$ cat config.mk
export PLATFORM = sky130hd
export DESIGN_NAME = uart_core_param
export DESIGN_NICKNAME = d
export VERILOG_FILES = /design/src/rtl/uart_pkg.sv /design/src/rtl/uart_baud_gen.sv /design/src/rtl/uart_core_param.sv
export SDC_FILE = /design/constraint.sdc
export NUM_CORES = 1
export LEC_CHECK = 0
export ABC_CLOCK_PERIOD_IN_PS = 2300
export BUFFER_PORTS_ARGS = -buffer_cell sky130_fd_sc_hd__buf_2
export CAP_MARGIN = 20
export CORE_ASPECT_RATIO = 2
export CORE_MARGIN = 2
export CORE_UTILIZATION = 54
export CTS_CLUSTER_DIAMETER = 50
export DETAILED_ROUTE_END_ITERATION = 10
export MAX_ROUTING_LAYER = met4
export PLACE_DENSITY_LB_ADDON = 0.1
export SYNTH_ARGS = -nofsm -noshare
export SYNTH_HDL_FRONTEND = slang
export SYNTH_SLANG_ARGS = --single-unit
export TNS_END_PERCENT = 100
$ cat constraint.sdc
create_clock -name clk -period 2.3 [get_ports clk]
set_input_delay 0.345 -clock clk [delete_from_list [all_inputs] [get_ports clk]]
set_output_delay 0.345 -clock clk [all_outputs]
set_load 0.01 [all_outputs]
$ cat src/rtl/uart_pkg.sv
// uart_pkg: shared definitions for the parametrised UART.
//   OVERSAMPLE         ticks per bit period
//   PAR_NONE/ODD/EVEN  parity mode encodings for the PARITY parameter
//   tx_state_e         transmitter FSM states
//   rx_state_e         receiver FSM states
//   parity_bit()       parity bit to send/expect for a payload
package uart_pkg;

  localparam int OVERSAMPLE = 16;

  localparam int PAR_NONE = 0;
  localparam int PAR_ODD  = 1;
  localparam int PAR_EVEN = 2;

  typedef enum logic [2:0] {
    TX_IDLE, TX_START, TX_DATA, TX_PARITY, TX_STOP
  } tx_state_e;

  typedef enum logic [2:0] {
    RX_IDLE, RX_START, RX_DATA, RX_PARITY, RX_STOP, RX_BREAK
  } rx_state_e;

  // Payload is zero-extended to 9 bits; the extension does not change the XOR.
  function automatic logic parity_bit(input logic [8:0] d, input int mode);
    return (mode == PAR_EVEN) ? ^d : ~^d;
  endfunction

endpackage

$ cat src/rtl/uart_baud_gen.sv
// uart_baud_gen: oversample tick generator.
//   clk      system clock
//   rst      synchronous active-high reset
//   restart  clears the divider so the next tick lands DIV clocks later
//   tick     one-clock pulse every DIV clocks
module uart_baud_gen #(
  parameter int DIV = 1
) (
  input  logic clk,
  input  logic rst,
  input  logic restart,
  output logic tick
);

  localparam int CW = (DIV > 1) ? $clog2(DIV) : 1;
  localparam logic [CW-1:0] LAST = CW'(DIV - 1);

  logic [CW-1:0] cnt;

  always_ff @(posedge clk) begin
    if (rst || restart)  cnt <= '0;
    else if (cnt == LAST) cnt <= '0;
    else                  cnt <= cnt + CW'(1);
  end

  assign tick = (cnt == LAST);

endmodule

$ cat src/rtl/uart_core_param.sv
// uart_core_param: parametrised full-duplex UART, 16x oversampled RX.
//   clk, rst                  system clock, synchronous active-high reset
//   tx_data/tx_valid/tx_ready transmit byte stream (valid/ready)
//   tx                        serial out, idle high
//   rx                        serial in, asynchronous
//   rx_data/rx_valid/rx_ready receive byte stream (valid/ready)
//   rx_parity_err             parity mismatch on the held frame
//   rx_frame_err              first stop bit sampled low on the held frame
//   rx_overrun                1-cycle pulse when a frame is dropped because rx_valid was held
module uart_core_param
  import uart_pkg::*;
#(
  parameter int CLK_FREQ  = 100_000_000,
  parameter int BAUD_RATE = 9600,
  parameter int DATA_BITS = 8,
  parameter int PARITY    = 0,
  parameter int STOP_BITS = 1
) (
  input  logic                 clk,
  input  logic                 rst,
  input  logic [DATA_BITS-1:0] tx_data,
  input  logic                 tx_valid,
  output logic                 tx_ready,
  output logic                 tx,
  input  logic                 rx,
  output logic [DATA_BITS-1:0] rx_data,
  output logic                 rx_valid,
  input  logic                 rx_ready,
  output logic                 rx_parity_err,
  output logic                 rx_frame_err,
  output logic                 rx_overrun
);

  localparam int DIV = CLK_FREQ / (BAUD_RATE * OVERSAMPLE);
  localparam logic [3:0] LAST_TICK = 4'(OVERSAMPLE - 1);
  localparam logic [3:0] LAST_BIT  = 4'(DATA_BITS - 1);
  localparam logic [3:0] LAST_STOP = 4'(STOP_BITS - 1);

  // ---------------------------------------------------------------- TX
  tx_state_e            tx_state;
  logic [DATA_BITS-1:0] tx_sh;
  logic                 tx_par;
  logic [3:0]           tx_tcnt;
  logic [3:0]           tx_bcnt;
  logic                 tx_tick;
  logic                 tx_accept;
  logic                 tx_bit_end;

  assign tx_accept  = (tx_state == TX_IDLE) && tx_valid && tx_ready;
  assign tx_bit_end = tx_tick && (tx_tcnt == LAST_TICK);

  // Restarting at accept makes the start bit (and every bit after it)
  // exactly OVERSAMPLE*DIV clocks long.
  uart_baud_gen #(.DIV(DIV)) u_tx_baud (
    .clk    (clk),
    .rst    (rst),
    .restart(tx_accept),
    .tick   (tx_tick)
  );

  always_ff @(posedge clk) begin
    if (rst) begin
      tx_state <= TX_IDLE;
      tx       <= 1'b1;
      tx_ready <= 1'b0;
      tx_sh    <= '0;
      tx_par   <= 1'b0;
      tx_tcnt  <= '0;
      tx_bcnt  <= '0;
    end else begin
      if (tx_tick) tx_tcnt <= tx_tcnt + 4'd1;
      case (tx_state)
        TX_IDLE: begin
          tx       <= 1'b1;
          tx_ready <= 1'b1;
          if (tx_accept) begin
            tx_ready <= 1'b0;
            tx       <= 1'b0;
            tx_sh    <= tx_data;
            tx_par   <= parity_bit(9'(tx_data), PARITY);
            tx_tcnt  <= '0;
            tx_bcnt  <= '0;
            tx_state <= TX_START;
          end
        end
        TX_START: if (tx_bit_end) begin
          tx       <= tx_sh[0];
          tx_state <= TX_DATA;
        end
        TX_DATA: if (tx_bit_end) begin
          if (tx_bcnt == LAST_BIT) begin
            tx_bcnt <= '0;
            if (PARITY != PAR_NONE) begin
              tx       <= tx_par;
              tx_state <= TX_PARITY;
            end else begin
              tx       <= 1'b1;
              tx_state <= TX_STOP;
            end
          end else begin
            tx_bcnt <= tx_bcnt + 4'd1;
            tx      <= tx_sh[1];
            tx_sh   <= tx_sh >> 1;
          end
        end
        TX_PARITY: if (tx_bit_end) begin
          tx       <= 1'b1;
          tx_state <= TX_STOP;
        end
        TX_STOP: if (tx_bit_end) begin
          if (tx_bcnt == LAST_STOP) begin
            tx_state <= TX_IDLE;
            tx_ready <= 1'b1;
          end else begin
            tx_bcnt <= tx_bcnt + 4'd1;
          end
        end
        default: tx_state <= TX_IDLE;
      endcase
    end
  end

  // ---------------------------------------------------------------- RX
  rx_state_e            rx_state;
  logic                 rx_s1, rx_s2, rx_prev;
  logic [DATA_BITS-1:0] rx_sh;
  logic                 rx_perr;
  logic [3:0]           rx_tcnt;
  logic [3:0]           rx_bcnt;
  logic [1:0]           rx_vcnt;
  logic                 rx_tick;
  logic                 rx_restart;
  logic                 rx_sample;
  logic                 rx_bit_end;
  logic                 maj;

  assign rx_restart = (rx_state == RX_IDLE) && rx_prev && !rx_s2;
  assign rx_sample  = rx_tick && (rx_tcnt == 4'd9);
  assign rx_bit_end = rx_tick && (rx_tcnt == LAST_TICK);
  // Votes from ticks 7 and 8 plus the live tick-9 sample.
  assign maj = (rx_vcnt + {1'b0, rx_s2}) >= 2'd2;

  uart_baud_gen #(.DIV(DIV)) u_rx_baud (
    .clk    (clk),
    .rst    (rst),
    .restart(rx_restart),
    .tick   (rx_tick)
  );

  always_ff @(posedge clk) begin
    if (rst) begin
      rx_s1         <= 1'b1;
      rx_s2         <= 1'b1;
      rx_prev       <= 1'b1;
      rx_state      <= RX_IDLE;
      rx_sh         <= '0;
      rx_perr       <= 1'b0;
      rx_tcnt       <= '0;
      rx_bcnt       <= '0;
      rx_vcnt       <= '0;
      rx_data       <= '0;
      rx_valid      <= 1'b0;
      rx_parity_err <= 1'b0;
      rx_frame_err  <= 1'b0;
      rx_overrun    <= 1'b0;
    end else begin
      rx_s1      <= rx;
      rx_s2      <= rx_s1;
      rx_prev    <= rx_s2;
      rx_overrun <= 1'b0;

      if (rx_valid && rx_ready) begin
        rx_valid      <= 1'b0;
        rx_parity_err <= 1'b0;
        rx_frame_err  <= 1'b0;
      end

      if (rx_tick) begin
        rx_tcnt <= rx_tcnt + 4'd1;
        if (rx_tcnt == 4'd7)      rx_vcnt <= {1'b0, rx_s2};
        else if (rx_tcnt == 4'd8) rx_vcnt <= rx_vcnt + {1'b0, rx_s2};
      end

      case (rx_state)
        RX_IDLE: if (rx_restart) begin
          rx_tcnt  <= '0;
          rx_bcnt  <= '0;
          rx_perr  <= 1'b0;
          rx_state <= RX_START;
        end
        RX_START: begin
          if (rx_sample && maj) rx_state <= RX_IDLE;  // false start
          else if (rx_bit_end)  rx_state <= RX_DATA;
        end
        RX_DATA: begin
          if (rx_sample) rx_sh <= {maj, rx_sh[DATA_BITS-1:1]};
          if (rx_bit_end) begin
            if (rx_bcnt == LAST_BIT) begin
              rx_bcnt <= '0;
              if (PARITY != PAR_NONE) rx_state <= RX_PARITY;
              else                    rx_state <= RX_STOP;
            end else begin
              rx_bcnt <= rx_bcnt + 4'd1;
            end
          end
        end
        RX_PARITY: begin
          if (rx_sample)  rx_perr  <= (maj != parity_bit(9'(rx_sh), PARITY));
          if (rx_bit_end) rx_state <= RX_STOP;
        end
        RX_STOP: if (rx_sample) begin
          // A consumer handshake in this same cycle frees the slot.
          if (!rx_valid || rx_ready) begin
            rx_valid      <= 1'b1;
            rx_data       <= rx_sh;
            rx_parity_err <= (PARITY != PAR_NONE) && rx_perr;
            rx_frame_err  <= !maj;
          end else begin
            rx_overrun <= 1'b1;
          end
          // Low stop bit: hold off re-arming until the line idles high.
          if (maj) rx_state <= RX_IDLE;
          else     rx_state <= RX_BREAK;
        end
        RX_BREAK: if (rx_s2) rx_state <= RX_IDLE;
        default: rx_state <= RX_IDLE;
      endcase
    end
  end

endmodule
==> reports/results.ini, run 1 <==
[floorplan]
die_area_um2=7280
fp.dieH_um=119
initial_core_util=0.558
die_x_um=61.4
top_level_ports=27
core_um2=6360
rows=41

[yosys]
syn-cell-area_um2=3550
ys_warn_count=0
synthCells=390
ys_seq_area_frac=0.434
synthFlopType=dfxtp_1
synth_edf_count=0
synth_fp_nets=415
synth_cell_types=53
syn_area_per_cell_um2=9.11
synthArstFlopShare=0
ys_seq_elements=77

[worst_setup_path]
setup.worst_path.start=u_tx_baud.cnt[6]$_SDFF_PP0_
r2r_end=tx_sh[7]$_SDFFE_PP0P_
crit_path_start_kind=register
cp.required_ns=2.52
cp.arrival_ns=2.43
path_delay_family=simple AND/OR/NAND/NOR gates
crit_path_end=tx_sh[7]$_SDFFE_PP0P_
crit_fanout=15
crit_buf_inv=1
crit_path_end_kind=register
reg2regPathDepth=6
reg2reg_from=u_tx_baud.cnt[6]$_SDFF_PP0_
slowest_delay_ns=0.53
r2r_setup_slack_ns=0.09
worstPathCellList=or4b_4 > or4_4 > a2111oi_4 > buf_12 > mux2i_1 > nor2_1
path_depth=6
critical_path_class=register to register
critPathSlowestCell=or4b_4

[layout]
register_area_um2=1540
fillerInstances=563
antennaDiodeCount=0
nets=460
multi_input_area_um2=1930
area_delta_synth_final_pct=19.8
drive_gt1_frac=0.205

[timing]
finalSetupViolCount=0
setup_ws_ns=0.0877
fin_skew_ns=0.0105
hold_viol=0
worst_slew_margin_rel=0.688
slew_viol_final=0
rsz0062_at_grt=true
post-route-period-util=0.962
fmax_mhz=452
tightest_slew_ns=0.465
post-route-min-period_ns=2.21
whs_ns=0.190

[clock_tree]
cts-htree-levels=3
clock_latency_ns=0.34
cts_buffers=9
cts_root_buffer=clkbuf_16
cts.sinks=77
clk_transition_reported_paths_ns=0.06
clockBufferDepth=2
hold_buffers=0
cts_tree=done

[grt]
grt_pass1_wl_um=11700
track_usage=0.215
grt_pass1_vias=2763
grt_max_degree=25
antenna_found_initial=0
globalRouteOverflowTotal=0

[place]
pre_cts_ws_ns=0.0325
dp.final_hpwl_um=5060
gp_congestion=0.832
portBuffers=26

[detailed_routing]
vias_per_cell=5.47
wl_per_cell_um=13.2
vias=2878
finalWirelength_um=6930
dr.first_iter.drc_count=127
drc=0
drt_pass1_iterations=4
drt.antenna.violating_nets=0

[pwr]
power.internal_mw=2.47
power_density_nw_per_um2=750
switchingPower_mw=0.723
clkPwrFrac=0.459
vdd_drop_max_mv=0.516
p_seq_frac=0.450
pwr-share-comb=0.091
p_sw_frac=0.226
leakage_nw=1.76

[hold_path]
holdCritPathClass=input port to register

[job]
drv_cap=0

[status]
status=finished, final reports clean

logic make-up after synthesis:
group	after synthesis	synth area share
and+or+nand+nor	166	0.245
DFF	77	0.434
AOI/OAI and AO/OA	55	0.111
buffers and inverters	29	0.0328
muxes	27	0.0764
xor gates and xnor gates	24	0.0592
adders and majority gates	12	0.0423
cell usage in the layout (no fill, tap or decap), drive strengths merged, types with 5 or more instances in the layout:
master,instances
o21ai,9
or3,8
nand2b,6
dfxtp,77
a21oi,18
clkbuf,11
a211oi,8
xnor2,9
ha,12
nand3,13
nand3b,7
nor3,6
nor2,63
and3,5
or2,5
buf,50
mux2i,26
nand2,24
xor2,15
nand4,7
inv,13
repair_timing:
action,in CTS,in global routing
gates resized for setup,0,4
buffers inserted,0,1
endpoints found under the setup margin,0,17
power groups by stage:
| stage | combinational [mW] | sequential, mW | clock, mW |
|---|---|---|---|
| floorplan | 0.229 | 1.43 | 0 |
| global placement | 0.279 | 1.46 | 0 |
| detailed placement | 0.285 | 1.46 | 0 |
| CTS | 0.287 | 1.44 | 1.51 |
| global route | 0.329 | 1.44 | 1.57 |
| finish | 0.292 | 1.44 | 1.47 |
synth_stat cells, types with 2 or more instances:
library cell,count,share of area
a21bo_2,2,0.0056
nand4b_1,2,0.0049
and3_1,5,0.0088
mux2i_1,26,0.073
o22ai_1,2,0.0035
nand3_1,13,0.018
o21ai_0,9,0.013
a32oi_1,2,0.0049
nor3_1,5,0.0070
clkbuf_1,15,0.016
or3b_2,3,0.0074
nand3b_1,7,0.015
a21oi_1,18,0.025
nand4_1,7,0.012
and4_1,3,0.0074
xor2_1,15,0.037
a211oi_2,3,0.011
nor2b_1,3,0.0053
xnor2_1,9,0.022
nand2_1,24,0.025
or4_1,2,0.0042
nor3b_1,3,0.0063
or2_2,5,0.0088
a211oi_1,5,0.011
nand2b_1,6,0.011
nor4_1,2,0.0035
inv_1,13,0.014
or3_1,7,0.012
dfxtp_1,77,0.43
ha_1,12,0.042
nor2_1,63,0.067
area by class of cell:
cell class	count	area share
clock buffer	11	0.0547
sequential	77	0.363
clock inverter	5	0.0176
multi-input combinational	284	0.453
tap	86	0.0253
timing repair buffer	50	0.0759
inverter	13	0.0115
metal layers:
metal	track usage	vias to the layer above	wire length, um
li1	-	1455	-
met1	0.221	1363	2850
met2	0.359	44	3700
met3	0.0460	16	189
met4	0.118	0	190
met5	-	-	0
registers in the layout (all words and copies together), names as in the netlist:
register / cells
tx_sh: 8
rx_tcnt: 4
tx: 1
tx_tcnt: 4
u_rx_baud.cnt: 10
rx_s2: 1
rx_bcnt: 4
rx_vcnt: 2
rx_sh: 8
rx_data: 8
rx_valid: 1
rx_state: 3
tx_bcnt: 4
rx_prev: 1
u_tx_baud.cnt: 10
tx_ready: 1
tx_state: 3
rx_frame_err: 1
rx_overrun: 1
rx_s1: 1
rx_parity_err: 1
how the worst min path moves through the flow:
stage	from	endpoint	slack (ns)	depth (start not counted)
after global placement	rx_s1$_SDFF_PP1_	rx_s2$_SDFF_PP1_	0.39	1
after global routing	rx	rx_s1$_SDFF_PP1_	0.19	2
after floorplan	rx_s1$_SDFF_PP1_	rx_s2$_SDFF_PP1_	0.39	1
after CTS	rx	rx_s1$_SDFF_PP1_	0.18	2
after detailed placement	rx_s1$_SDFF_PP1_	rx_s2$_SDFF_PP1_	0.40	1
final	rx	rx_s1$_SDFF_PP1_	0.19	2
stage by stage:
stage	power (mW)	TNS [ns]	utilization	cell area [um^2]	cells
floorplan	1.66	-0.0260	-	3560	390
global placement	1.74	0	0.616	3920	509
detailed placement	1.75	0	0.616	3920	509
CTS	3.23	0	0.665	4230	525
global route	3.34	-0.000101	0.669	4260	526
finish	3.19	0	0.669	4260	526
Power figures use the tool's default switching activity.
==> inputs of run 2 (changes only) <==
- CORE_ASPECT_RATIO: 2 -> not set
==> reports/results.ini, run 2 (same netlist as run 1, synthesis figures left out) <==
[timing]
slew_viol_final=0  ; unchanged
fmax_mhz=447  ; was 452 MHz
post-route-period-util=0.972  ; was 0.962
finalSetupViolCount=0  ; unchanged
rsz0062_at_grt=true  ; unchanged
tightest_slew_ns=0.505  ; was 0.465 ns
worst_slew_margin_rel=0.661  ; was 0.688
setup_ws_ns=0.0649  ; was 0.0877 ns
fin_skew_ns=0.0109  ; was 0.0105 ns
hold_viol=0  ; unchanged
post-route-min-period_ns=2.24  ; was 2.21 ns

[status]
status=finished, final reports clean  ; unchanged

[floorplan]
initial_core_util=0.559  ; was 0.558
die_x_um=85.1  ; was 61.4 um
core_um2=6350  ; was 6360 um^2
rows=29  ; was 41
die_area_um2=7240  ; was 7280 um^2
top_level_ports=27  ; unchanged
fp.dieH_um=85.1  ; was 119 um

[pwr]
leakage_nw=1.68  ; was 1.76 nW
power_density_nw_per_um2=669  ; was 750 nW/um^2
p_total_mw=2.77  ; was 3.19 mW
vdd_drop_max_mv=0.541  ; was 0.516 mV

[clock_tree]
cts-htree-levels=3  ; unchanged
hold_buffers=0  ; unchanged
clock_latency_ns=0.34  ; about the same
cts_buffers=9  ; unchanged
clockBufferDepth=2  ; unchanged
cts.sinks=77  ; unchanged
clk_transition_reported_paths_ns=0.08  ; was 0.06 ns
cts_tree=done  ; unchanged
cts_root_buffer=clkbuf_8  ; was clkbuf_16

[layout]
nets=461  ; was 460
area_delta_synth_final_pct=16.5  ; was 19.8%
top_regs=u_rx_baud.cnt (10), u_tx_baud.cnt (10)  ; unchanged
final_cell_mix=dfxtp_1 (76), nor2_1 (63), mux2i_1 (26), buf_2 (26), buf_4 (24)  ; was dfxtp_1 (76), nor2_1 (62), mux2i_1 (26), buf_2 (26)
drive_gt1_frac=0.213  ; was 0.205
fillerInstances=530  ; was 563
antennaDiodeCount=0  ; unchanged
final_common_cell=dfxtp_1  ; unchanged

[detailed_routing]
vias=2792  ; was 2878
drt.antenna.violating_nets=0  ; unchanged
drc=0  ; unchanged
drt_pass1_iterations=4  ; unchanged
dr.first_iter.drc_count=166  ; was 127
wl_per_cell_um=12.8  ; was 13.2 um
vias_per_cell=5.39  ; was 5.47
finalWirelength_um=6610  ; was 6930 um

[worst_setup_path]
worstPathCellList=or4b_4 > or4_4 > a2111oi_4 > buf_4 > nor2_1 > a211oi_2  ; was or4b_4 > or4_4 > a2111oi_4 > buf_12 > mux2i_1 > nor2_1
cp.required_ns=2.57  ; was 2.52 ns
critPathSlowestCell=or4b_4  ; unchanged
crit_path_end_kind=register  ; unchanged
crit_fanout=7  ; was 15
cp.arrival_ns=2.50  ; was 2.43 ns
critical_path_class=register to register  ; unchanged
crit_path_start_kind=register  ; unchanged
slowest_delay_ns=0.57  ; was 0.53 ns

[grt]
grt_max_degree=32  ; was 25
track_usage=0.204  ; was 0.215
globalRouteOverflowTotal=0  ; unchanged
grt_pass1_vias=2551  ; was 2763
grt_pass1_wl_um=11500  ; was 11700 um
antenna_found_initial=0  ; unchanged

[place]
portBuffers=26  ; unchanged
gp_congestion=0.896  ; was 0.832
pre_cts_ws_ns=-0.0150  ; was 0.0325 ns
dp.final_hpwl_um=4750  ; was 5060 um

[hold_path]
holdCritPathClass=input port to register  ; unchanged

[job]
drv_cap=0  ; unchanged

[run 2: worst paths after layout]
kind | startpoint | endpoint | slack (ns) | depth (start not counted)
setup / recovery | u_tx_baud.cnt[6]$_SDFF_PP0_ | tx_sh[1]$_SDFFE_PP0P_ | 0.06 | 6
hold / removal | rx | rx_s1$_SDFF_PP1_ | 0.18 | 2
setup reg to reg | u_tx_baud.cnt[6]$_SDFF_PP0_ | tx_sh[1]$_SDFFE_PP0P_ | 0.06 | 6
hold reg to reg | rx_s1$_SDFF_PP1_ | rx_s2$_SDFF_PP1_ | 0.42 | 1
[run 2: repair_timing]
item | 4_1_cts | 5_1_grt
pin swaps | 0 | 4
gates cloned | 0 | 1
gates resized for setup | 1 | 5
setup endpoints to repair | 7 | 14
buffers inserted | 1 | 1
[run 2: routing by layer]
layer	global-route usage	wire, um	up-vias	share of wire
met2	0.288	2830	44	0.43
met5	-	0	-	0
met3	0.0545	268	9	0.041
li1	-	-	1467	-
met4	0.0779	115	0	0.017
met1	0.279	3390	1272	0.51
[run 2: per-stage QoR]
step | area [um^2] | cells | setup TNS [ns] | hold slack [ns] | utilization
after floorplan | 3560 | 390 | -0.0260 | 0.389 | -
after global placement | 3890 | 499 | 0 | 0.396 | 0.612
after detailed placement | 3890 | 499 | -0.0265 | 0.403 | 0.612
after CTS | 4110 | 516 | 0 | 0.166 | 0.647
after global routing | 4140 | 518 | -0.132 | 0.157 | 0.652
final | 4140 | 518 | 0 | 0.183 | 0.652
[run 2: report_power, final]
part / internal [mW] / total [mW] / switching, mW
logic: 0.144 / 0.288 / 0.144
clock network: 0.560 / 1.05 / 0.486
registers: 1.38 / 1.43 / 0.0549
total: 2.08 / 2.77 / 0.684
[run 2: critical path: cells and delay by family, from the launching register on]
kind            cells  cell delay (ns)
flops               1             0.32
buf+inv             1             0.22
simple gates        3             1.08
compound gates      2             0.53
[run 2: final cells by class]
class,instances,area (um^2),area share
Clock buffer,11,151,0.0366
Timing Repair Buffer,51,322,0.0777
Multi-Input combinational cell,284,1920,0.464
Inverter,13,48.8,0.0118
Sequential cell,77,1540,0.373
Clock inverter,5,58.8,0.0142
Tap cell,77,96.3,0.0233
